[src/rtl/cpu_defs.sv]
// ---------------------------------------------------------------------------
// cpu_defs
// Definitions shared by the fetch front end of the pipelined MIPS core.
//   CPU_RESET_PC   : default fetch address after reset
//   fetch_state_t  : fetch sequencer states (IDLE, REQ, WAIT)
//   word_align()   : forces an address onto a 4-byte boundary
// ---------------------------------------------------------------------------
package cpu_defs;

    localparam logic [31:0] CPU_RESET_PC = 32'h0000_3000;

    typedef enum logic [1:0] {
        IDLE = 2'd0,
        REQ  = 2'd1,
        WAIT = 2'd2
    } fetch_state_t;

    function automatic logic [31:0] word_align(input logic [31:0] addr);
        return {addr[31:2], 2'b00};
    endfunction

endpackage

[src/rtl/fetch_ctrl_if.sv]
// ---------------------------------------------------------------------------
// fetch_ctrl_if
// Instruction-memory request/ack handshake between the fetch sequencer and
// the instruction memory.
//   imem_req   : request outstanding; address is held until ack
//   imem_addr  : word address of the request
//   imem_ack   : instruction data valid this cycle
//   imem_rdata : instruction word, valid with imem_ack
// Modports: master = fetch sequencer, slave = instruction memory.
// ---------------------------------------------------------------------------
interface fetch_ctrl_if;

    logic        imem_req;
    logic [31:0] imem_addr;
    logic        imem_ack;
    logic [31:0] imem_rdata;

    modport master (
        output imem_req,
        output imem_addr,
        input  imem_ack,
        input  imem_rdata
    );

    modport slave (
        input  imem_req,
        input  imem_addr,
        output imem_ack,
        output imem_rdata
    );

endinterface

[src/rtl/pc_reg.sv]
// ---------------------------------------------------------------------------
// pc_reg
// 32-bit program-counter register with load enable.
//   clk    : system clock
//   reset  : asynchronous, active-high; loads RESET_PC
//   load   : when high, pc_in is captured at the rising edge
//   pc_in  : next PC value
//   pc_out : current PC value
// ---------------------------------------------------------------------------
module pc_reg
    import cpu_defs::*;
#(
    parameter logic [31:0] RESET_PC = CPU_RESET_PC
) (
    input  logic        clk,
    input  logic        reset,
    input  logic        load,
    input  logic [31:0] pc_in,
    output logic [31:0] pc_out
);

    logic [31:0] pc_q;
    logic [31:0] pc_d;

    always_comb begin
        pc_d = pc_q;
        if (load) begin
            pc_d = pc_in;
        end
    end

    always_ff @(posedge clk or posedge reset) begin
        if (reset) begin
            pc_q <= RESET_PC;
        end else begin
            pc_q <= pc_d;
        end
    end

    assign pc_out = pc_q;

endmodule

[src/rtl/fetch_ctrl.sv]
// ---------------------------------------------------------------------------
// fetch_ctrl
// Instruction-fetch sequencer. Owns the fetch PC, issues one request at a
// time on the instruction-memory handshake, holds the fetched instruction
// in an output buffer (OB) for IF/ID and applies D-stage redirects with
// delay-slot semantics: the instruction in flight or buffered always
// completes, and the redirect lands on the following request.
//   clk, reset     : clock; asynchronous active-high reset
//   stall          : IF/ID held, OB is not consumed
//   redirect_valid : one-cycle branch-taken / jump pulse
//   redirect_pc    : redirect target (low two bits ignored)
//   imem           : instruction-memory handshake (master side)
//   if_valid       : OB holds an instruction
//   if_instr       : buffered instruction
//   if_pc, if_pc4  : address of the buffered instruction, and that + 4
// ---------------------------------------------------------------------------
module fetch_ctrl
    import cpu_defs::*;
#(
    parameter logic [31:0] RESET_PC = CPU_RESET_PC
) (
    input  logic                clk,
    input  logic                reset,
    input  logic                stall,
    input  logic                redirect_valid,
    input  logic [31:0]         redirect_pc,
    fetch_ctrl_if.master        imem,
    output logic                if_valid,
    output logic [31:0]         if_instr,
    output logic [31:0]         if_pc,
    output logic [31:0]         if_pc4
);

    fetch_state_t state_q, state_d;

    logic        ob_valid_q, ob_valid_d;
    logic [31:0] ob_instr_q, ob_instr_d;
    logic [31:0] ob_pc_q,    ob_pc_d;

    // Redirect seen while a request is in flight; applied once it completes.
    logic        rb_valid_q, rb_valid_d;
    logic [31:0] rb_pc_q,    rb_pc_d;

    logic        pc_load;
    logic [31:0] pc_next;
    logic [31:0] fetch_pc;
    logic [31:0] redir_aligned;
    logic        ob_consume;

    pc_reg #(
        .RESET_PC (RESET_PC)
    ) u_pc_reg (
        .clk    (clk),
        .reset  (reset),
        .load   (pc_load),
        .pc_in  (pc_next),
        .pc_out (fetch_pc)
    );

    assign redir_aligned = word_align(redirect_pc);
    assign ob_consume    = ob_valid_q && !stall;

    always_comb begin
        state_d    = state_q;
        ob_valid_d = ob_valid_q;
        ob_instr_d = ob_instr_q;
        ob_pc_d    = ob_pc_q;
        rb_valid_d = rb_valid_q;
        rb_pc_d    = rb_pc_q;
        pc_load    = 1'b0;
        pc_next    = fetch_pc;

        case (state_q)
            IDLE: begin
                state_d = REQ;
                if (redirect_valid) begin
                    pc_load = 1'b1;
                    pc_next = redir_aligned;
                end
            end

            // fetch_pc is the address in flight; OB is empty here.
            REQ: begin
                if (imem.imem_ack) begin
                    ob_valid_d = 1'b1;
                    ob_instr_d = imem.imem_rdata;
                    ob_pc_d    = fetch_pc;
                    state_d    = WAIT;
                    pc_load    = 1'b1;
                    // A redirect arriving with the ack is newer than RB.
                    if (redirect_valid) begin
                        pc_next = redir_aligned;
                    end else if (rb_valid_q) begin
                        pc_next = rb_pc_q;
                    end else begin
                        pc_next = fetch_pc + 32'd4;
                    end
                    rb_valid_d = 1'b0;
                end else if (redirect_valid) begin
                    rb_valid_d = 1'b1;
                    rb_pc_d    = redir_aligned;
                end
            end

            // fetch_pc is the next address, not yet issued.
            WAIT: begin
                if (redirect_valid) begin
                    pc_load = 1'b1;
                    pc_next = redir_aligned;
                end
                if (ob_consume) begin
                    ob_valid_d = 1'b0;
                    state_d    = REQ;
                end
            end

            default: begin
                state_d = IDLE;
            end
        endcase
    end

    always_ff @(posedge clk or posedge reset) begin
        if (reset) begin
            state_q    <= IDLE;
            ob_valid_q <= 1'b0;
            ob_instr_q <= 32'd0;
            ob_pc_q    <= 32'd0;
            rb_valid_q <= 1'b0;
            rb_pc_q    <= 32'd0;
        end else begin
            state_q    <= state_d;
            ob_valid_q <= ob_valid_d;
            ob_instr_q <= ob_instr_d;
            ob_pc_q    <= ob_pc_d;
            rb_valid_q <= rb_valid_d;
            rb_pc_q    <= rb_pc_d;
        end
    end

    // Decoded straight from the state flop so reset drops it without an edge.
    assign imem.imem_req  = (state_q == REQ);
    assign imem.imem_addr = fetch_pc;

    assign if_valid = ob_valid_q;
    assign if_instr = ob_instr_q;
    assign if_pc    = ob_pc_q;
    assign if_pc4   = ob_pc_q + 32'd4;

endmodule
[src/flat_wrapper.sv]
// flat-port wrapper written by rule: the top's interface ports become plain ports
module fetch_ctrl_flat import cpu_defs::*;
#(
    parameter logic [31:0] RESET_PC = CPU_RESET_PC
)
  (clk, reset, stall, redirect_valid, redirect_pc, if_valid, if_instr, if_pc, if_pc4, imem_imem_req, imem_imem_addr, imem_imem_ack, imem_imem_rdata);
  fetch_ctrl_if imem_i ();
  input  logic clk;
  input  logic reset;
  input  logic stall;
  input  logic redirect_valid;
  input  logic [31:0] redirect_pc;
  output logic if_valid;
  output logic [31:0] if_instr;
  output logic [31:0] if_pc;
  output logic [31:0] if_pc4;
  output wire logic [$bits(imem_i.imem_req)-1:0] imem_imem_req;
  output wire logic [$bits(imem_i.imem_addr)-1:0] imem_imem_addr;
  input wire logic [$bits(imem_i.imem_ack)-1:0] imem_imem_ack;
  input wire logic [$bits(imem_i.imem_rdata)-1:0] imem_imem_rdata;
  assign imem_imem_req = imem_i.imem_req;
  assign imem_imem_addr = imem_i.imem_addr;
  assign imem_i.imem_ack = imem_imem_ack;
  assign imem_i.imem_rdata = imem_imem_rdata;
  fetch_ctrl #(.RESET_PC(RESET_PC)) u_core (.clk(clk), .reset(reset), .stall(stall), .redirect_valid(redirect_valid), .redirect_pc(redirect_pc), .imem(imem_i), .if_valid(if_valid), .if_instr(if_instr), .if_pc(if_pc), .if_pc4(if_pc4));
endmodule
[config.mk]
export PLATFORM = sky130hd
export DESIGN_NAME = fetch_ctrl_flat
export DESIGN_NICKNAME = d
export VERILOG_FILES = /design/src/rtl/cpu_defs.sv /design/src/rtl/fetch_ctrl_if.sv /design/src/rtl/pc_reg.sv /design/src/rtl/fetch_ctrl.sv /design/src/flat_wrapper.sv
export SDC_FILE = /design/constraint.sdc
export NUM_CORES = 1
export LEC_CHECK = 0
export CORE_MARGIN = 3
export CORE_UTILIZATION = 42
export DETAILED_ROUTE_END_ITERATION = 6
export PLACE_DENSITY_LB_ADDON = 0.1
export SETUP_SLACK_MARGIN = 0.02
export SYNTH_ARGS = -nofsm -noshare
export SYNTH_HDL_FRONTEND = slang
export SYNTH_SLANG_ARGS = --single-unit
[constraint.sdc]
create_clock -name clk -period 3.7 [get_ports clk]
set_clock_uncertainty 0.15 [all_clocks]
set_input_delay 0.37 -clock clk [delete_from_list [all_inputs] [get_ports clk]]
set_output_delay 0.37 -clock clk [all_outputs]
set_load 0.02 [all_outputs]
Yosys cells after proc, flatten, opt, wreduce, memory -nomap -nowiden. Index checks and enable logic that the tools add are counted.

Add/sub/neg operators: 2. Equal/unequal tests: 5. Multiplexer cells: 16. Bitwise gates (word level): 1. Reductions and logical operators: 13.

Operators with widths (count): 32-bit two-way mux (4); 32-bit by 3-bit adder with 32-bit output, second input constant (2); 32-bit case mux with 2 select lines (1); 1-bit two-way mux (6); 2-bit by 1-bit inequality test with 1-bit output, second input constant (3); 2-bit case mux with 3 select lines (1); 2-bit AND reduction (3); 3-bit AND reduction (2); 2-bit nonzero test (3); 2-bit two-way mux (2); 1-bit case mux with 2 select lines (2); 4-bit AND reduction (1); 2-bit by 1-bit == test with 1-bit output, second input constant (1); 2-bit == test, second input constant (1); 2-bit zero test (1); 2-bit OR reduction (1); 1-bit logical AND (1); 1-bit zero test (1); 1-bit inverter (1).

Register bits: 130. Bits of input ports: 69. Logic and storage cells: 44.

Longest topological paths before layout.
Word-level depth: 5. Gate-level depth with buffers: 7. Gate-level depth less buffers: 6.

Hierarchy. Synthesis repeated with hierarchy kept, for this count alone.

Cell total of the unflattened synthesis: 801. Area total of the unflattened synthesis: 7370.8 µm².

Modules (own cells, without submodules): fetch_ctrl (times used 1, cells each 732, area each 6019.5 µm², seq. area each 2452.4 µm²); pc_reg (times used 1, cells each 69, area each 1351.3 µm², seq. area each 803.3 µm²).

Least setup slack after synthesis. OpenSTA, ideal clock, no wires.

Path type: register -> output. Start point: register u_core.ob_pc_q[2], in the netlist u_core.if_pc[2]. End point: output if_pc4[28]. Data arrival time: 2092 ps. Path slack: 1088 ps. Stages on the path, launching flop included: 8. Buffers on the path: 1. Path through: dfrtp_1 > ha_1 > and4_1 > and4_1 > clkbuf_1 > and3_1 > nand3_1 > xnor2_1.

Word-level cells in the longest chain between the ends: 1.

Ends and longest elaborated chain: start, declared (line fetch_ctrl.sv:38) `logic [31:0] ob_pc_q, ob_pc_d;`; start signal, assigned (line fetch_ctrl.sv:135) `ob_pc_q <= ob_pc_d;`; 32-bit by 3-bit adder with 32-bit output (line fetch_ctrl.sv:148) `assign if_pc4 = ob_pc_q + 32'd4;`; end, declared (line flat_wrapper.sv:16) `output logic [31:0] if_pc4;`.

No other way between the ends.

Final worst setup path.
Start point: register u_core.ob_pc_q[2], in the netlist u_core.if_pc[2]. End point: output if_pc4[30].

Same word-level chain as after synthesis.

==> impl_metrics.yaml <==
global_route:
  grt_max_degree: 53
  grt.total_usage: 0.204
  grt_pass1_wl_mm: 26.9
  gr-total-overflow: 0
  antenna_found_initial: 0
  grt_pass1_vias: 5264
die:
  die_w_um: 129
  die_h_um: 129
  fp-row-count: 44
  io_pins: 199
  start_util: 0.433
  core-area_mm2: 0.0146
  die_area_mm2: 0.0165
placed_design:
  routabilityCongestion: 0.839
  portBuffers: 190
  dp_hpwl_mm: 11.7
critical_path:
  setup.worst_path.start: "u_core.if_pc[2]"
  crit_fanout: 7
  reg2reg_slack_ps: 1230
  rr_startpoint: "u_core.u_pc_reg.pc_out[2]"
  arrival_ps: 2960
  rr_worst_depth: 6
  required_ps: 3180
  worstReg2RegEnd: "u_core.u_pc_reg.pc_out[30]"
  critical_path_class: "flip-flop to primary output"
  end_kind: "primary output"
  critPathLaunchType: "flip-flop"
yosys:
  syn_avg_cell_area_um2: 11.2
  synth-seq-area-share: 0.500
  synth_flop_cell: "dfrtp_1"
  netlist.area_leader.share: 0.492
  synthDistinctLibCells: 52
  async_flop_share: 1.00
  yosys.area.top_type: "dfrtp_1"
  synth-edff-count: 0
  syn-cell-area_mm2: 0.00631
  yosysWarningCount: 0
  syn_inst: 563
  synth.ff_latch_count: 126
  synth_area_leaders: "dfrtp_1 (49%), mux2_2 (16%), xnor2_1 (4.2%), xor2_1 (2.6%), o21ai_0 (2.5%)"
clocking:
  path_clk_slew_ps: 50
  cts_root_buf: "clkbuf_16"
  cts_buffer_depth: 2
  ctsHoldBuffers: 0
  postCtsSetupBuffers: 0
  clk_latency_ps: 410
  htreeDepth: 4
  numCtsBuffers: 17
  cts_resized: 0
  clock_sinks: 126
  tritoncts: "built"
pwr:
  p_per_area_mw_per_mm2: 953
  p_sw_frac: 0.387
  power_leakage_uw: 0.00366
  switchingPower_uw: 3300
  combPwrFrac: 0.489
  intPower_uw: 5230
  vdd_drop_max_mv: 0.379
  p_total_uw: 8520
  seqPwrFrac: 0.333
  clkPwrFrac: 0.177
detailed_routing:
  vias_per_cell: 5.43
  drtIter0Drc: 303
  first_pass_iters: 4
  ant_nets: 0
  remaining_drc_errors: 0
  num_vias: 5134
  routed_wl_mm: 16.6
  detail_route.wl_per_cell_um: 17.6
layout:
  syn_to_final_growth_pct: 41.8
  drive_gt1_frac: 0.180
  antenna_cells: 0
  layout_common_cells: "clkdlybuf4s50_1 (190), dfrtp_1 (124), mux2_2 (89), nand2_1 (36), o21ai_0 (31)"
  post-route-util: 0.613
  fillers: 1218
  nNetsFinal: 824
  final_common_cell: "clkdlybuf4s50_1"
timing:
  period_share: 0.941
  finalHoldViolCount: 0
  setup_tns_ps: 0
  slew_viol_final: 0
  rsz0062_at_grt: "no"
  setup_viol: 0
  slew_headroom: 0.225
  tightest_slew_ps: 1160
  period_needed_ps: 3480
  max_clock_freq_mhz: 287
run:
  cap_violations: 0
status:
  outcome: "finished clean"
worst_hold_path:
  hp-class: "primary input to asynchronous set/reset pin"
[stage by stage]
step | hold slack, ps | instance area, µm² | instances | worst slack [ps]
floorplan | 306 | 6330 | 568 | 1090
global placement | 330 | 8410 | 918 | 666
detailed placement | 340 | 8410 | 918 | 601
CTS | 291 | 8940 | 946 | 168
global route | 332 | 8940 | 946 | 33.9
finish | 283 | 8940 | 946 | 219
[worst max path at each step]
stage | end | slack [ps]
global route | if_pc4[30] | 30
detailed placement | if_pc4[30] | 600
floorplan | if_pc4[28] | 1090
finish | if_pc4[30] | 220
CTS | if_pc4[30] | 170
global placement | if_pc4[30] | 670
[critical path, stage by stage (launching register included)]
cell and delay, ps:
dfrtp_1 430, ha_1 240, and4_1 300, and4_1 420, and3_1 280, nand3_1 110
xnor2_1 150, clkdlybuf4s50_1 630
[power groups by stage]
| stage | Sequential (µW) | Combinational, µW | Clock [µW] |
|---|---|---|---|
| after floorplan | 3250 | 1860 | 0 |
| after global placement | 2810 | 4120 | 0 |
| after detailed placement | 2860 | 4200 | 0 |
| after CTS | 2840 | 4220 | 1550 |
| after global routing | 2970 | 4490 | 1610 |
| final | 2840 | 4170 | 1510 |
[registers in the layout, summed over array words and instances, names as in the netlist]
name                    cells
u_core.u_pc_reg.pc_out     30
u_core.if_pc               30
u_core.state_q              2
u_core.rb_valid_q           1
u_core.if_instr            32
u_core.if_valid             1
u_core.rb_pc_q             30
[cell families after synthesis]
logic type               Yosys count  share of synthesized area
other                              1                   0.000594
buffers and inverters             47                     0.0333
flip-flops                       126                      0.500
AND/OR/NAND/NOR                  155                      0.137
multiplexers                      93                      0.165
XOR/XNOR                          49                     0.0680
AO/OA/AOI/OAI                     90                     0.0916
adder cells (fa/ha/maj)            2                    0.00397
[synthesized netlist by cell type, types with 3 or more instances]
master / instances
buf_4: 6
xnor2_1: 30
mux2i_1: 4
clkbuf_1: 21
nand3_1: 28
xor2_1: 19
and2_1: 5
inv_1: 10
dfrtp_1: 124
nand4_1: 17
and3_1: 23
a21oi_1: 18
a31oi_1: 4
mux2_2: 89
a221oi_1: 14
nor2_1: 18
and4_1: 7
o211ai_1: 4
nand2b_1: 3
o22ai_1: 3
o21ai_0: 31
nand3b_1: 3
nand2_1: 36
buf_2: 9
[area by class of cell]
cell class	instances	area (µm²)	area share
well taps	184	230	0.0257
repair buffers	203	2010	0.225
multi-input cells	395	2970	0.332
clock inverters	1	30.0	0.00336
flip-flops and latches	126	3160	0.353
inverters	10	41.3	0.00462
clock buffers	27	503	0.0562
[metal layers]
metal	part of all wire	global-route usage	wire length (µm)	up-vias
met5	0	0	0	-
met4	0.011	0.0692	181	0
met3	0.085	0.0619	1420	13
met2	0.47	0.326	7870	187
met1	0.43	0.266	7140	2522
li1	-	-	-	2412
Note: power is estimated with default switching activity, not from simulation.
